### src/rtl/mips_mem_pkg.sv
// Shared types for the CPU memory arbiter: FSM states, access sizes, requester ids.
package mips_mem_pkg;

  typedef enum logic [1:0] {
    IDLE = 2'd0,
    BUS  = 2'd1,
    RESP = 2'd2
  } state_t;

  // Encoding 2'b11 is an illegal size and is rejected with an error ack.
  typedef enum logic [1:0] {
    SZ_BYTE = 2'd0,
    SZ_HALF = 2'd1,
    SZ_WORD = 2'd2
  } size_t;

  localparam logic REQ_INSTR = 1'b0;
  localparam logic REQ_DATA  = 1'b1;

endpackage

### src/rtl/mips_lane_align.sv
// Byte-lane steering for byte/half/word accesses; purely combinational, no backpressure.
// Produces byte enables, misalignment flag, replicated store data and extended load data.
module mips_lane_align
  import mips_mem_pkg::*;
#(
  parameter int LITTLE_ENDIAN = 1
) (
  input  logic [1:0]  addr,
  input  logic [1:0]  size,
  input  logic        sign_ext,
  input  logic [31:0] wdata,
  input  logic [31:0] rword,
  output logic [3:0]  byteenable,
  output logic        misalign,
  output logic [31:0] wdata_rep,
  output logic [31:0] rdata_ext
);

  logic [1:0]  lane;
  logic [7:0]  byte_sel;
  logic [15:0] half_sel;

  always_comb begin
    // Big-endian mirrors the lane: offset k lands on lane 3-k.
    lane = (LITTLE_ENDIAN != 0) ? addr : ~addr;

    case (lane)
      2'd0:    byte_sel = rword[7:0];
      2'd1:    byte_sel = rword[15:8];
      2'd2:    byte_sel = rword[23:16];
      default: byte_sel = rword[31:24];
    endcase
    half_sel = lane[1] ? rword[31:16] : rword[15:0];

    byteenable = 4'b0000;
    misalign   = 1'b0;
    wdata_rep  = 32'h0;
    rdata_ext  = 32'h0;
    case (size)
      SZ_BYTE: begin
        byteenable = 4'b0001 << lane;
        wdata_rep  = {4{wdata[7:0]}};
        rdata_ext  = {{24{sign_ext & byte_sel[7]}}, byte_sel};
      end
      SZ_HALF: begin
        misalign   = addr[0];
        byteenable = lane[1] ? 4'b1100 : 4'b0011;
        wdata_rep  = {2{wdata[15:0]}};
        rdata_ext  = {{16{sign_ext & half_sel[15]}}, half_sel};
      end
      SZ_WORD: begin
        misalign   = (addr != 2'b00);
        byteenable = 4'b1111;
        wdata_rep  = wdata;
        rdata_ext  = rword;
      end
      default: misalign = 1'b1;
    endcase
  end

endmodule

### src/rtl/mips_mem_arbiter.sv
// Arbitrates fetch and load/store requesters onto one Avalon-MM port; read ack N+3, write ack N+2.
// Bus command held stable under waitrequest; each stall cycle adds one cycle to the ack.
module mips_mem_arbiter
  import mips_mem_pkg::*;
#(
  parameter int ROUND_ROBIN   = 0,
  parameter int LITTLE_ENDIAN = 1
) (
  input  logic        clk,
  input  logic        reset_n,
  input  logic        i_req,
  input  logic [31:0] i_addr,
  output logic        i_ack,
  output logic [31:0] i_rdata,
  input  logic        d_req,
  input  logic        d_we,
  input  logic [1:0]  d_size,
  input  logic        d_signed,
  input  logic [31:0] d_addr,
  input  logic [31:0] d_wdata,
  output logic        d_ack,
  output logic        d_err,
  output logic [31:0] d_rdata,
  output logic [31:0] avm_address,
  output logic        avm_read,
  output logic        avm_write,
  output logic [3:0]  avm_byteenable,
  output logic [31:0] avm_writedata,
  input  logic        avm_waitrequest,
  input  logic [31:0] avm_readdata
);

  state_t      state, state_nxt;
  logic        owner, last_grant;
  logic        reg_we, reg_signed;
  logic [1:0]  reg_size;
  logic [31:0] reg_addr, reg_wdata;

  logic        in_idle, i_pend, d_pend, grant_d, grant_i, grant, bad;
  logic [1:0]  al_addr, al_size;
  logic        al_signed;
  logic [3:0]  al_be;
  logic        al_misalign;
  logic [31:0] al_wdata, al_rdata;

  // In IDLE the aligner checks the live data request; afterwards it works on the latched one.
  always_comb begin
    in_idle   = (state == IDLE);
    al_addr   = in_idle ? d_addr[1:0] : reg_addr[1:0];
    al_size   = in_idle ? d_size      : reg_size;
    al_signed = in_idle ? d_signed    : reg_signed;
  end

  mips_lane_align #(.LITTLE_ENDIAN(LITTLE_ENDIAN)) u_align (
    .addr       (al_addr),
    .size       (al_size),
    .sign_ext   (al_signed),
    .wdata      (reg_wdata),
    .rword      (avm_readdata),
    .byteenable (al_be),
    .misalign   (al_misalign),
    .wdata_rep  (al_wdata),
    .rdata_ext  (al_rdata)
  );

  // A requester whose ack is high this cycle is masked so it cannot be re-granted.
  always_comb begin
    i_pend  = i_req & ~i_ack;
    d_pend  = d_req & ~d_ack;
    grant_d = d_pend & (~i_pend | (ROUND_ROBIN == 0) | (last_grant == REQ_INSTR));
    grant_i = i_pend & ~grant_d;
    grant   = in_idle & (grant_d | grant_i);
    bad     = grant_d ? al_misalign : (i_addr[1:0] != 2'b00);
  end

  always_ff @(posedge clk or negedge reset_n) begin
    if (!reset_n) state <= IDLE;
    else          state <= state_nxt;
  end

  always_comb begin
    state_nxt = state;
    case (state)
      IDLE:    if (grant && !bad) state_nxt = BUS;
      BUS:     if (!avm_waitrequest) state_nxt = reg_we ? IDLE : RESP;
      RESP:    state_nxt = IDLE;
      default: state_nxt = IDLE;
    endcase
  end

  always_comb begin
    avm_read       = (state == BUS) & ~reg_we;
    avm_write      = (state == BUS) & reg_we;
    avm_address    = (state == BUS) ? {reg_addr[31:2], 2'b00} : 32'h0;
    avm_byteenable = (state == BUS) ? al_be : 4'b0000;
    avm_writedata  = avm_write ? al_wdata : 32'h0;
  end

  always_ff @(posedge clk or negedge reset_n) begin
    if (!reset_n) begin
      i_ack      <= 1'b0;
      i_rdata    <= 32'h0;
      d_ack      <= 1'b0;
      d_err      <= 1'b0;
      d_rdata    <= 32'h0;
      owner      <= REQ_INSTR;
      last_grant <= REQ_INSTR;
      reg_we     <= 1'b0;
      reg_signed <= 1'b0;
      reg_size   <= 2'b00;
      reg_addr   <= 32'h0;
      reg_wdata  <= 32'h0;
    end else begin
      i_ack <= 1'b0;
      d_ack <= 1'b0;
      d_err <= 1'b0;
      case (state)
        IDLE: if (grant) begin
          owner      <= grant_d ? REQ_DATA : REQ_INSTR;
          last_grant <= grant_d ? REQ_DATA : REQ_INSTR;
          if (bad) begin
            if (grant_d) begin
              d_ack <= 1'b1;
              d_err <= 1'b1;
            end else begin
              i_ack   <= 1'b1;
              i_rdata <= 32'h0;
            end
          end else if (grant_d) begin
            reg_we     <= d_we;
            reg_size   <= d_size;
            reg_signed <= d_signed;
            reg_addr   <= d_addr;
            reg_wdata  <= d_wdata;
          end else begin
            reg_we     <= 1'b0;
            reg_size   <= SZ_WORD;
            reg_signed <= 1'b0;
            reg_addr   <= i_addr;
            reg_wdata  <= 32'h0;
          end
        end
        BUS: if (!avm_waitrequest && reg_we) d_ack <= 1'b1;
        RESP: begin
          if (owner == REQ_DATA) begin
            d_ack   <= 1'b1;
            d_rdata <= al_rdata;
          end else begin
            i_ack   <= 1'b1;
            i_rdata <= al_rdata;
          end
        end
        default: ;
      endcase
    end
  end

endmodule

### config.mk
export PLATFORM = sky130hd
export DESIGN_NAME = mips_mem_arbiter
export DESIGN_NICKNAME = d
export VERILOG_FILES = /design/src/rtl/mips_mem_pkg.sv /design/src/rtl/mips_lane_align.sv /design/src/rtl/mips_mem_arbiter.sv
export SDC_FILE = /design/constraint.sdc
export NUM_CORES = 1
export LEC_CHECK = 0
export BUFFER_PORTS_ARGS = -buffer_cell sky130_fd_sc_hd__buf_2
export CELL_PAD_IN_SITES_DETAIL_PLACEMENT = 0
export CELL_PAD_IN_SITES_GLOBAL_PLACEMENT = 1
export CORE_AREA = 2 2 142 144
export DETAILED_ROUTE_END_ITERATION = 6
export DIE_AREA = 0 0 144 146
export PLACE_DENSITY = 0.92
export SLEW_MARGIN = 10
export SYNTH_ARGS = -nofsm -noshare
export SYNTH_HDL_FRONTEND = slang
export SYNTH_SLANG_ARGS = --single-unit
### constraint.sdc
create_clock -name clk -period 3.3 [get_ports clk]
set_clock_uncertainty 0.05 [all_clocks]
set_input_delay 0.495 -clock clk [delete_from_list [all_inputs] [get_ports clk]]
set_output_delay 0.495 -clock clk [all_outputs]
set_load 0.005 [all_outputs]
After elaboration in Yosys (flattened, before gate mapping) --
Cells that the tools add are included.
Word-level totals: flip-flop bits (word level) 138
Cells by class: eq/ne operators 12, reductions and logical operators 15, shift operators 1, mux-type cells 40, bitwise logic cells 14
Operator list (number):
- $mux 32 | 8
- $pmux 32 s3 | 2
- $pmux 32 s2 | 1
- $pmux 8 s3 | 1
- $mux 16 | 1
- $mux 1 | 14
- $mux 2 | 6
- $pmux 4 s3 | 1
- $and 1x1->1 | 8
- $mux 4 | 2
- $eq 2x1->1 const B | 3
- $eq 2x2->1 const B | 3
- $logic_not 2->1 | 3
- $ne 2x1->1 const B | 3
- $ne 2x2->1 const B | 3
- $pmux 1 s3 | 2
- $reduce_and 2->1 | 3
- $reduce_bool 2->1 | 3
- $not 1->1 | 5
- $reduce_and 5->1 | 1
- $pmux 2 s2 | 1
- $shl 1x2->4 const A | 1
- $reduce_and 3->1 | 1
- $logic_and 1x1->1 | 2
- 3 further kinds | 4

Longest topological paths before layout --
Gate-level depths: netlist (run 1).
depth in word-level cells 9, mapped depth 9, gate-level depth less buffers 5

Cells and area by module --
From an unflattened synthesis (run 1), not the netlist that was laid out.
Unflattened totals: cell total of the unflattened synthesis 833, area, all modules 7827.5 µm²
By module, submodules not included:
- mips_mem_arbiter | cells each 623, instances 1, area an instance 6396.1 µm²
- mips_lane_align | cells each 210, instances 1, area an instance 1431.4 µm²

Least setup slack after synthesis (run 1) --
OpenSTA, ideal clock, no wires.
kind register to output, start point reg state[1], end point out avm_writedata[10], stages on the path, launching flop included 8, arrival time 1831 ps, required time 2755 ps, slack 924 ps, cell sequence dfrtp_1 -> buf_4 -> or4b_1 -> o31ai_2 -> or2_2 -> clkbuf_1 -> a22oi_1 -> nor2_1
On the way: word-level cells in the longest chain between the ends 5
Ends and longest elaborated chain:
- start, declared | RTL line mips_mem_arbiter.sv:33 | state_t state, state_nxt;
- start signal, assigned | RTL line mips_mem_arbiter.sv:78 | else state <= state_nxt;
- $logic_not 2->1 | RTL line mips_mem_arbiter.sv:48 | in_idle = (state == IDLE);
- $mux 2 | RTL line mips_mem_arbiter.sv:50 | al_size = in_idle ? d_size : reg_size;
- $eq 2x2->1 (tied with other cells) | RTL line mips_lane_align.sv:39 | case (size)
- $pmux 32 s3 | RTL line mips_lane_align.sv:39
- $mux 32 * | RTL line mips_mem_arbiter.sv:96 | avm_writedata = avm_write ? al_wdata : 32'h0;
- end, declared | RTL line mips_mem_arbiter.sv:28 | output logic [31:0] avm_writedata,
Mark *: on every way between the ends. The rest lies on a longest branch, timed or not.

Final worst setup path (run 1) --
start point reg state[1], end point out avm_writedata[24]
The elaborated chain is that of the path after synthesis.

==> impl_metrics.ini, run 1 <==
[floorplan]
rows = 51
core_area_mm2 = 0.0193
dieHeight_um = 146
die_area_mm2 = 0.0210
ios = 274
start_util_pct = 37.5
die_w_um = 144

[drt]
ant_nets = 0
wl_per_cell_um = 18.7
dr.pass1.iters = 7
drc = 8
route.vias.total = 7232
via_per_inst = 5.45
wirelength_um = 24800
drtIter0Drc = 610

[synthesis]
synth_most_common_cell = nand2_1
ys_ff_latch = 138
yosys.area.top_type = dfrtp_1
synth_commonest_cells = nand2_1, dfrtp_1, nor2_1
yosys_warnings = 0
yosysSeqAreaShare_pct = 47.6
synth_edf_count = 0
synth_cell_types = 58
syn_area_per_cell_um2 = 9.09
synth_ff_type = dfrtp_1
netlist_area_mm2 = 0.00725
ys_async_sr_fraction_pct = 100
synth_area_leaders = dfrtp_1, nand2_1, a22o_1
synthCells = 798
synth_top_area_share_pct = 47.6

[clock_network]
cts_buffers = 17
clock_latency_ps = 420
h-tree-depth = 4
clock_path_buffers = 2
clock_sinks = 138
hold_buffers = 0
cts_setup_buffers = 0
clockRootBuffer = clkbuf_16
cts.clk_slew.worst_paths_ps = 60
cts_tree = done

[power]
ir_drop_mv = 0.449
cellLeakagePower_nw = 4.65
powerDensity_mw_per_mm2 = 937

[sta]
tns_ps = 0
slew_viol_final = 0
max_freq_mhz = 333
hold_viol_final = 0
maxSlewHeadroom_pct = 48.2
grt_setup_unrepaired = false
setup_violations = 0
period_needed_ps = 3000
min_period_over_period_pct = 90.9
tightest_slew_ps = 774

[place]
dp_cells = 1293
io_buffers = 271
gp_congestion = 0.886
dp_hpwl_um = 17900

[finish]
syn2layout_area_growth_pct = 30.4
n_fill_cell = 1868
drive_gt1_share_pct = 33.2
seqCellArea_mm2 = 0.00346
final_core_util_pct = 48.9
multi_input_comb_area_mm2 = 0.00347
nNetsFinal = 1184
layoutNonFillerInstCount = 1327

[worst_setup_path]
reg2reg_slack_ps = 720
end_kind = output port
critPathMaxFanout = 22
start_kind = flip-flop
arrival_ps = 2460
rr_worst_depth = 5
r2r_end = i_rdata[22]
r2r_start = state[1]
worstSetupPathType = reg2out
cp.required_ps = 2750

[grt]
track_usage_pct = 23.7
grt_max_degree = 77
antenna_found_initial = 2
grt_pass1_vias = 7063
grt_overflow = 0
grt_pass1_wl_um = 38900

[outcome]
violations = DRC
outcome = finished with violations

[flow_run]
max_cap_viol_count = 0

[min_path]
hp-class = in2async
flip-flops by register name, summed over array words and instances (netlist names), 2 cells and up:
register / count
d_rdata: 32
i_rdata: 32
reg_addr: 32
reg_wdata: 32
reg_size: 2
state: 2
final cells by class:
type	instances	area share, %
Inverter	12	0.476
Sequential cell	138	36.5
Multi-Input combinational cell	586	36.7
Tap cell	265	3.51
Timing Repair Buffer	292	16.1
Clock inverter	13	2.02
Clock buffer	19	4.58
Antenna cell	2	0.0529
stage by stage:
| stage | instance area, um2 | power [mW] | hold WS [ps] | worst slack [ps] |
|---|---|---|---|---|
| floorplan | 7260 | 5.36 | 149 | 924 |
| global placement | 8810 | 6.74 | 433 | 655 |
| detailed placement | 8810 | 6.83 | 435 | 574 |
| CTS | 9430 | 8.89 | 93.2 | 125 |
| global route | 9460 | 9.49 | 120 | 167 |
| finish | 9460 | 8.86 | 52.6 | 299 |
routing by layer:
metal / wire [um] / GRT usage (%) / share of wire [%]
met5: 0 / 0 / 0
met4: 754 / 9.12 / 3.0
met3: 2060 / 6.58 / 8.3
met2: 11500 / 36.2 / 46
met1: 10500 / 32.1 / 42
layout by cell type (no fill, tap or decap), types with 12 or more instances in the layout:
master / netlist / routed
dfrtp_1: 138 / 136
a21oi_1: 59 / 59
nand3_1: 19 / 19
buf_2: 10 / 270
inv_1: 12 / 12
a31oi_1: 32 / 32
clkbuf_16: 0 / 17
and2_1: 41 / 41
a22oi_1: 18 / 18
a22o_1: 37 / 37
o21ai_0: 36 / 36
buf_4: 7 / 21
nor2_1: 67 / 67
a221oi_1: 14 / 14
nand2_1: 142 / 142
timing repair:
| item | CTS | global route |
|---|---|---|
| endpoints found under the hold margin | 0 | 0 |
| resized for setup | 0 | 4 |
| endpoints found under the setup margin | 0 | 9 |
cell families after synthesis:
group           Yosys count  share of synthesized area [%]
compound gates          269                           26.8
buf+inv                  75                           4.97
flops                   138                           47.6
mux                       3                          0.431
other cells               1                         0.0517
simple gates            312                           20.2
worst max-delay path: stages (launching register included):
cell and delay (ps):
dfrtp_2 540, o21ai_1 280, and2_1 550, nand2_1 190
a21o_1 200, a21oi_1 140, buf_2 140
worst max path at each step:
| stage | from | to | depth (start not counted) |
|---|---|---|---|
| 2_1_floorplan | state[1] | avm_writedata[10] | 7 |
| 3_3_place_gp | state[1] | avm_writedata[10] | 6 |
| 3_5_place_dp | state[1] | avm_writedata[10] | 6 |
| 4_1_cts | state[1] | avm_writedata[10] | 6 |
| 5_1_grt | state[1] | avm_writedata[26] | 6 |
| 6_report | state[1] | avm_writedata[24] | 6 |
where the power goes:
| part | internal [mW] | total, mW | switching (mW) |
|---|---|---|---|
| clock | 1.27 | 2.02 | 0.749 |
| sequential | 2.48 | 3.09 | 0.608 |
| combinational | 1.62 | 3.75 | 2.14 |
| total | 5.37 | 8.86 | 3.49 |
Note: power is estimated with default switching activity, not from simulation.
==> run 2, diff against run 1 <==
==> constraint.sdc (replaced) <==
create_clock -name clk -period 3.3 [get_ports clk]
set_clock_uncertainty 0.05 [all_clocks]
set_input_delay 0.165 -clock clk [delete_from_list [all_inputs] [get_ports clk]]
set_output_delay 0.165 -clock clk [all_outputs]
set_load 0.005 [all_outputs]
==> run 2 against run 1 <==
  * The flow now finishes without violations
  * Register-to-register slack got worse by 580 ps
  * Final area is 11% higher
  * Fmax down 4.9%
  * Combinational power is 12% higher
  * Global-route usage increased by 1.2 points
  * First-iteration DRC count rose by 11%
  * Hold slack worse by 32 ps
==> impl_metrics.ini, run 2 (synthesized netlist as in run 1, its figures left out) <==
[clock_network]
clock_path_buffers = 2
clock_sinks = 138
cts.repair.resized = 0
h-tree-depth = 4
cts_buffers = 17
clockRootBuffer = clkbuf_16
cts_tree = done
hold_buffers = 114
cts_setup_buffers = 0
clock_latency_ps = 420
cts.clk_slew.worst_paths_ps = 70

[grt]
track_usage_pct = 24.9
grt_max_degree = 109
grt_overflow = 0
antenna_found_initial = 1
grt_pass1_vias = 7675
grt_pass1_wl_um = 40900

[flow_run]
max_cap_viol_count = 0

[worst_setup_path]
start_kind = flip-flop
arrival_ps = 3470
end_kind = flip-flop
critPathMaxStageDelay_ps = 600
crit_buf_inv = 2
worstSetupPathType = reg2reg
critPathMaxFanout = 60
cp.required_ps = 3620
critical_path.cell_chain = or2_1, or3_1, o21ai_4, buf_4, nor2_1, a31oi_1, dlygate4sd3_1
critPathTopFamily = simple AND/OR/NAND/NOR gates
slowest_stage = dfrtp_1

[floorplan]
rows = 51
die_area_mm2 = 0.0210
start_util_pct = 37.5
core_area_mm2 = 0.0193
dieHeight_um = 146
die_w_um = 144
ios = 274

[finish]
nNetsFinal = 1298
final_common_cell = buf_2
drive_gt1_share_pct = 30.0
n_fill_cell = 1711
syn2layout_area_growth_pct = 45.2
final_core_util_pct = 54.5
final_cell_mix = buf_2, nand2_1, dfrtp_1, dlygate4sd3_1, nor2_1

[outcome]
outcome = finished clean

[drt]
drtIter0Drc = 675
via_per_inst = 5.40
wl_per_cell_um = 18.2
ant_nets = 0
wirelength_um = 26200
drc = 0
dr.pass1.iters = 6
route.vias.total = 7788

[place]
dp_hpwl_um = 17400
gp_congestion = 0.925
io_buffers = 271

[sta]
min_period_over_period_pct = 95.6
slew_viol_final = 0
period_needed_ps = 3160
maxSlewHeadroom_pct = 30.3
tns_ps = 0
hold_viol_final = 0
setup_violations = 0
tightest_slew_ps = 1040
max_freq_mhz = 317
grt_setup_unrepaired = false

[power]
powerDensity_mw_per_mm2 = 871
cellLeakagePower_nw = 5.10
ir_drop_mv = 0.380

[min_path]
hp-class = in2reg
## run 2: cell types whose count changed in the layout (fill, tap and decap cells not counted), sizes merged
cell | before | now
bufinv | 4 | 1
clkbuf | 19 | 17
clkinv | 3 | 2
clkinvlp | 3 | 2
dlygate4sd3 | 0 | 114
inv | 15 | 22
## run 2: final timing paths
kind | end | slack, ps | start | cells past startpoint
min | d_rdata[17] | 20 | avm_readdata[17] | 3
min reg2reg | reg_wdata[31] | 460 | reg_wdata[31] | 1
min in group asynchronous | reg_wdata[5] | 400 | reset_n | 2
max | reg_addr[11] | 140 | state[1] | 7
max in group asynchronous | reg_addr[18] | 1870 | reset_n | 3
max reg2reg | reg_addr[11] | 140 | state[1] | 7
## run 2: per-layer routing
| metal | routed length [um] | vias up | global-route usage [%] |
|---|---|---|---|
| met2 | 12200 | 411 | 38.6 |
| li1 | - | 3617 | - |
| met4 | 840 | 0 | 10.4 |
| met1 | 11000 | 3703 | 33.5 |
| met5 | 0 | - | 0 |
| met3 | 2210 | 57 | 5.86 |
## run 2: per-stage QoR
step / hold WS, ps / std cells / setup WS (ps) / area (um2) / power, mW
2_1_floorplan: -181 / 799 / 1060 / 7260 / 5.36
3_3_place_gp: 304 / 1293 / 625 / 8810 / 6.73
3_5_place_dp: 305 / 1293 / 437 / 8810 / 6.80
4_1_cts: 0.00383 / 1439 / 251 / 10500 / 9.15
5_1_grt: 0.492 / 1440 / 14.6 / 10500 / 9.80
6_report: 21.0 / 1441 / 144 / 10500 / 9.17
## run 2: layout make-up
class | instances | area [um2] | area share [%]
clock inverters | 15 | 154 | 1.46
inverters | 12 | 45.0 | 0.428
well taps | 265 | 332 | 3.15
multi-input cells | 586 | 3460 | 32.8
diodes | 2 | 5.00 | 0.0475
clock buffers | 17 | 425 | 4.04
flip-flops and latches | 138 | 3450 | 32.8
repair buffers | 406 | 2660 | 25.3
## run 2: worst reg2reg max path, delay by kind of cell, from the launching register on
family,cells,cell delay (ps)
simple gates,3,1090
buf+inv,2,1040
compound gates,2,340
flops,1,600
## run 2: report_power, final
group	total [mW]	internal, mW	switching (mW)
clock network	1.90	1.07	0.834
registers	3.07	2.48	0.590
logic	4.20	1.98	2.23
total	9.17	5.52	3.65
==> run 3, diff against run 2 <==
REMOVE_ABC_BUFFERS = 1   (was default)
==> run 3 against run 2 <==
  * First-iteration DRC count shrank 13%
  * Largest cell class unchanged
  * Register-to-register slack gained 90 ps
  * Critical path type unchanged
  * Wire length grew 1.1%
==> impl_metrics.ini, run 3 (synthesized netlist as in run 1, its figures left out) <==
[sta]
tightest_slew_ps = 939
slew_viol_final = 0
period_needed_ps = 3070
setup_violations = 0
max_freq_mhz = 326
maxSlewHeadroom_pct = 37.0
grt_setup_unrepaired = false
tns_ps = 0
hold_viol_final = 0
min_period_over_period_pct = 93.1

[clock_network]
cts_buffers = 17
cts_tree = done
clockRootBuffer = clkbuf_16
clock_latency_ps = 420
h-tree-depth = 4
cts.repair.resized = 0
cts_setup_buffers = 0
clock_path_buffers = 2
clock_sinks = 138
cts.clk_slew.worst_paths_ps = 60
hold_buffers = 119

[power]
ir_drop_mv = 0.468
cellLeakagePower_nw = 5.10
power_mw = 9.11
p_clk_share_pct = 19.9
pwr-share-seq_pct = 33.7
pwr-share-comb_pct = 46.4
p_sw_mw = 3.62
switching_share_pct = 39.7
internal-power_mw = 5.49
powerDensity_mw_per_mm2 = 863

[drt]
route.vias.total = 7856
dr.pass1.iters = 6
wl_per_cell_um = 18.4
wirelength_um = 26500
drtIter0Drc = 590
via_per_inst = 5.45
ant_nets = 0
drc = 0

[grt]
grt_overflow = 0
antenna_found_initial = 0
grt_pass1_vias = 7864
track_usage_pct = 25.1
grt_pass1_wl_um = 41500
grt_max_degree = 80

[finish]
syn2layout_area_growth_pct = 45.6
layoutNonFillerInstCount = 1441
drive_gt1_share_pct = 29.6
nNetsFinal = 1301
final_common_cell = buf_2
final_cell_mix = buf_2, nand2_1, dfrtp_1, dlygate4sd3_1, nor2_1

[worst_setup_path]
critPathMaxFanout = 60
cp.required_ps = 3600
rr_worst_depth = 7
start_kind = flip-flop
worstSetupPathType = reg2reg
reg2reg_slack_ps = 230
end_kind = flip-flop
r2r_end = reg_addr[30]
arrival_ps = 3370
r2r_start = state[1]

[outcome]
outcome = finished clean

[min_path]
hp-class = in2reg
hold_depth = 3
min_from = d_size[1]
min_to = reg_size[1]

[floorplan]
die_area_mm2 = 0.0210
start_util_pct = 37.5
die_w_um = 144
dieHeight_um = 146
core_area_mm2 = 0.0193
rows = 51
ios = 274

[place]
dp_cells = 1291
io_buffers = 271
gp_congestion = 0.882
dp_hpwl_um = 17500

[flow_run]
max_cap_viol_count = 0
==> run 3: cell count changes in the layout (fill, tap and decap cells not counted) <==
cell,before,now
diode_2,2,1
clkinv_4,1,3
inv_8,3,1
buf_12,0,2
clkinv_2,1,3
inv_6,7,2
clkinvlp_4,2,3
buf_4,21,17
dlygate4sd3_1,114,119
==> run 3: power groups by stage <==
stage	combinational [mW]	clock (mW)	sequential, mW
after global routing	4.68	1.92	3.16
after floorplan	2.22	0	2.95
after CTS	4.19	1.85	3.05
final	4.22	1.81	3.07
after detailed placement	3.76	0	3.07
after global placement	3.69	0	3.07
==> run 3: final cells by class <==
cell class	instances	area [um2]
diodes	1	2.50
clock buffers	17	425
clock inverters	13	123
fillers	1692	8770
inverters	12	45.0
multi-input cells	586	3460
flip-flops and latches	138	3450
well taps	265	332
repair buffers	409	2720
==> run 3: worst max-delay path: stages (launching register included) <==
cell and delay [ps]:
dfrtp_1 600, or2_1 430, or3_1 440, o21ai_4 130, buf_4 480, nor2_1 80, a31oi_1 190, dlygate4sd3_1 590
==> run 3: through the flow <==
step                      util (%)  instance area (um2)  hold WS (ps)  setup WS [ps]
final                         54.6                10600          12.1            229
after CTS                     54.6                10600         0.622            294
after global routing          54.6                10600          12.2           43.3
after global placement        45.6                 8820           208            755
after detailed placement      45.6                 8820           227            646
after floorplan                  -                 6940          -181           -485
==> run 3: worst max-delay path by stage <==
stage	start	to	slack, ps	depth (start not counted)
after floorplan	d_ack	reg_addr[10]	-490	4
after global placement	state[1]	d_rdata[3]	750	5
after detailed placement	state[1]	d_rdata[2]	650	5
after CTS	state[1]	reg_addr[2]	290	7
after global routing	state[1]	reg_addr[30]	40	7
final	state[1]	reg_addr[30]	230	7
==> run 3: layer usage <==
metal | global-route usage [%] | vias to the layer above | wire (um)
li1 | - | 3617 | -
met1 | 31.8 | 3773 | 10500
met2 | 41.0 | 410 | 12900
met3 | 6.45 | 56 | 2280
met4 | 9.90 | 0 | 853
met5 | 0 | - | 0
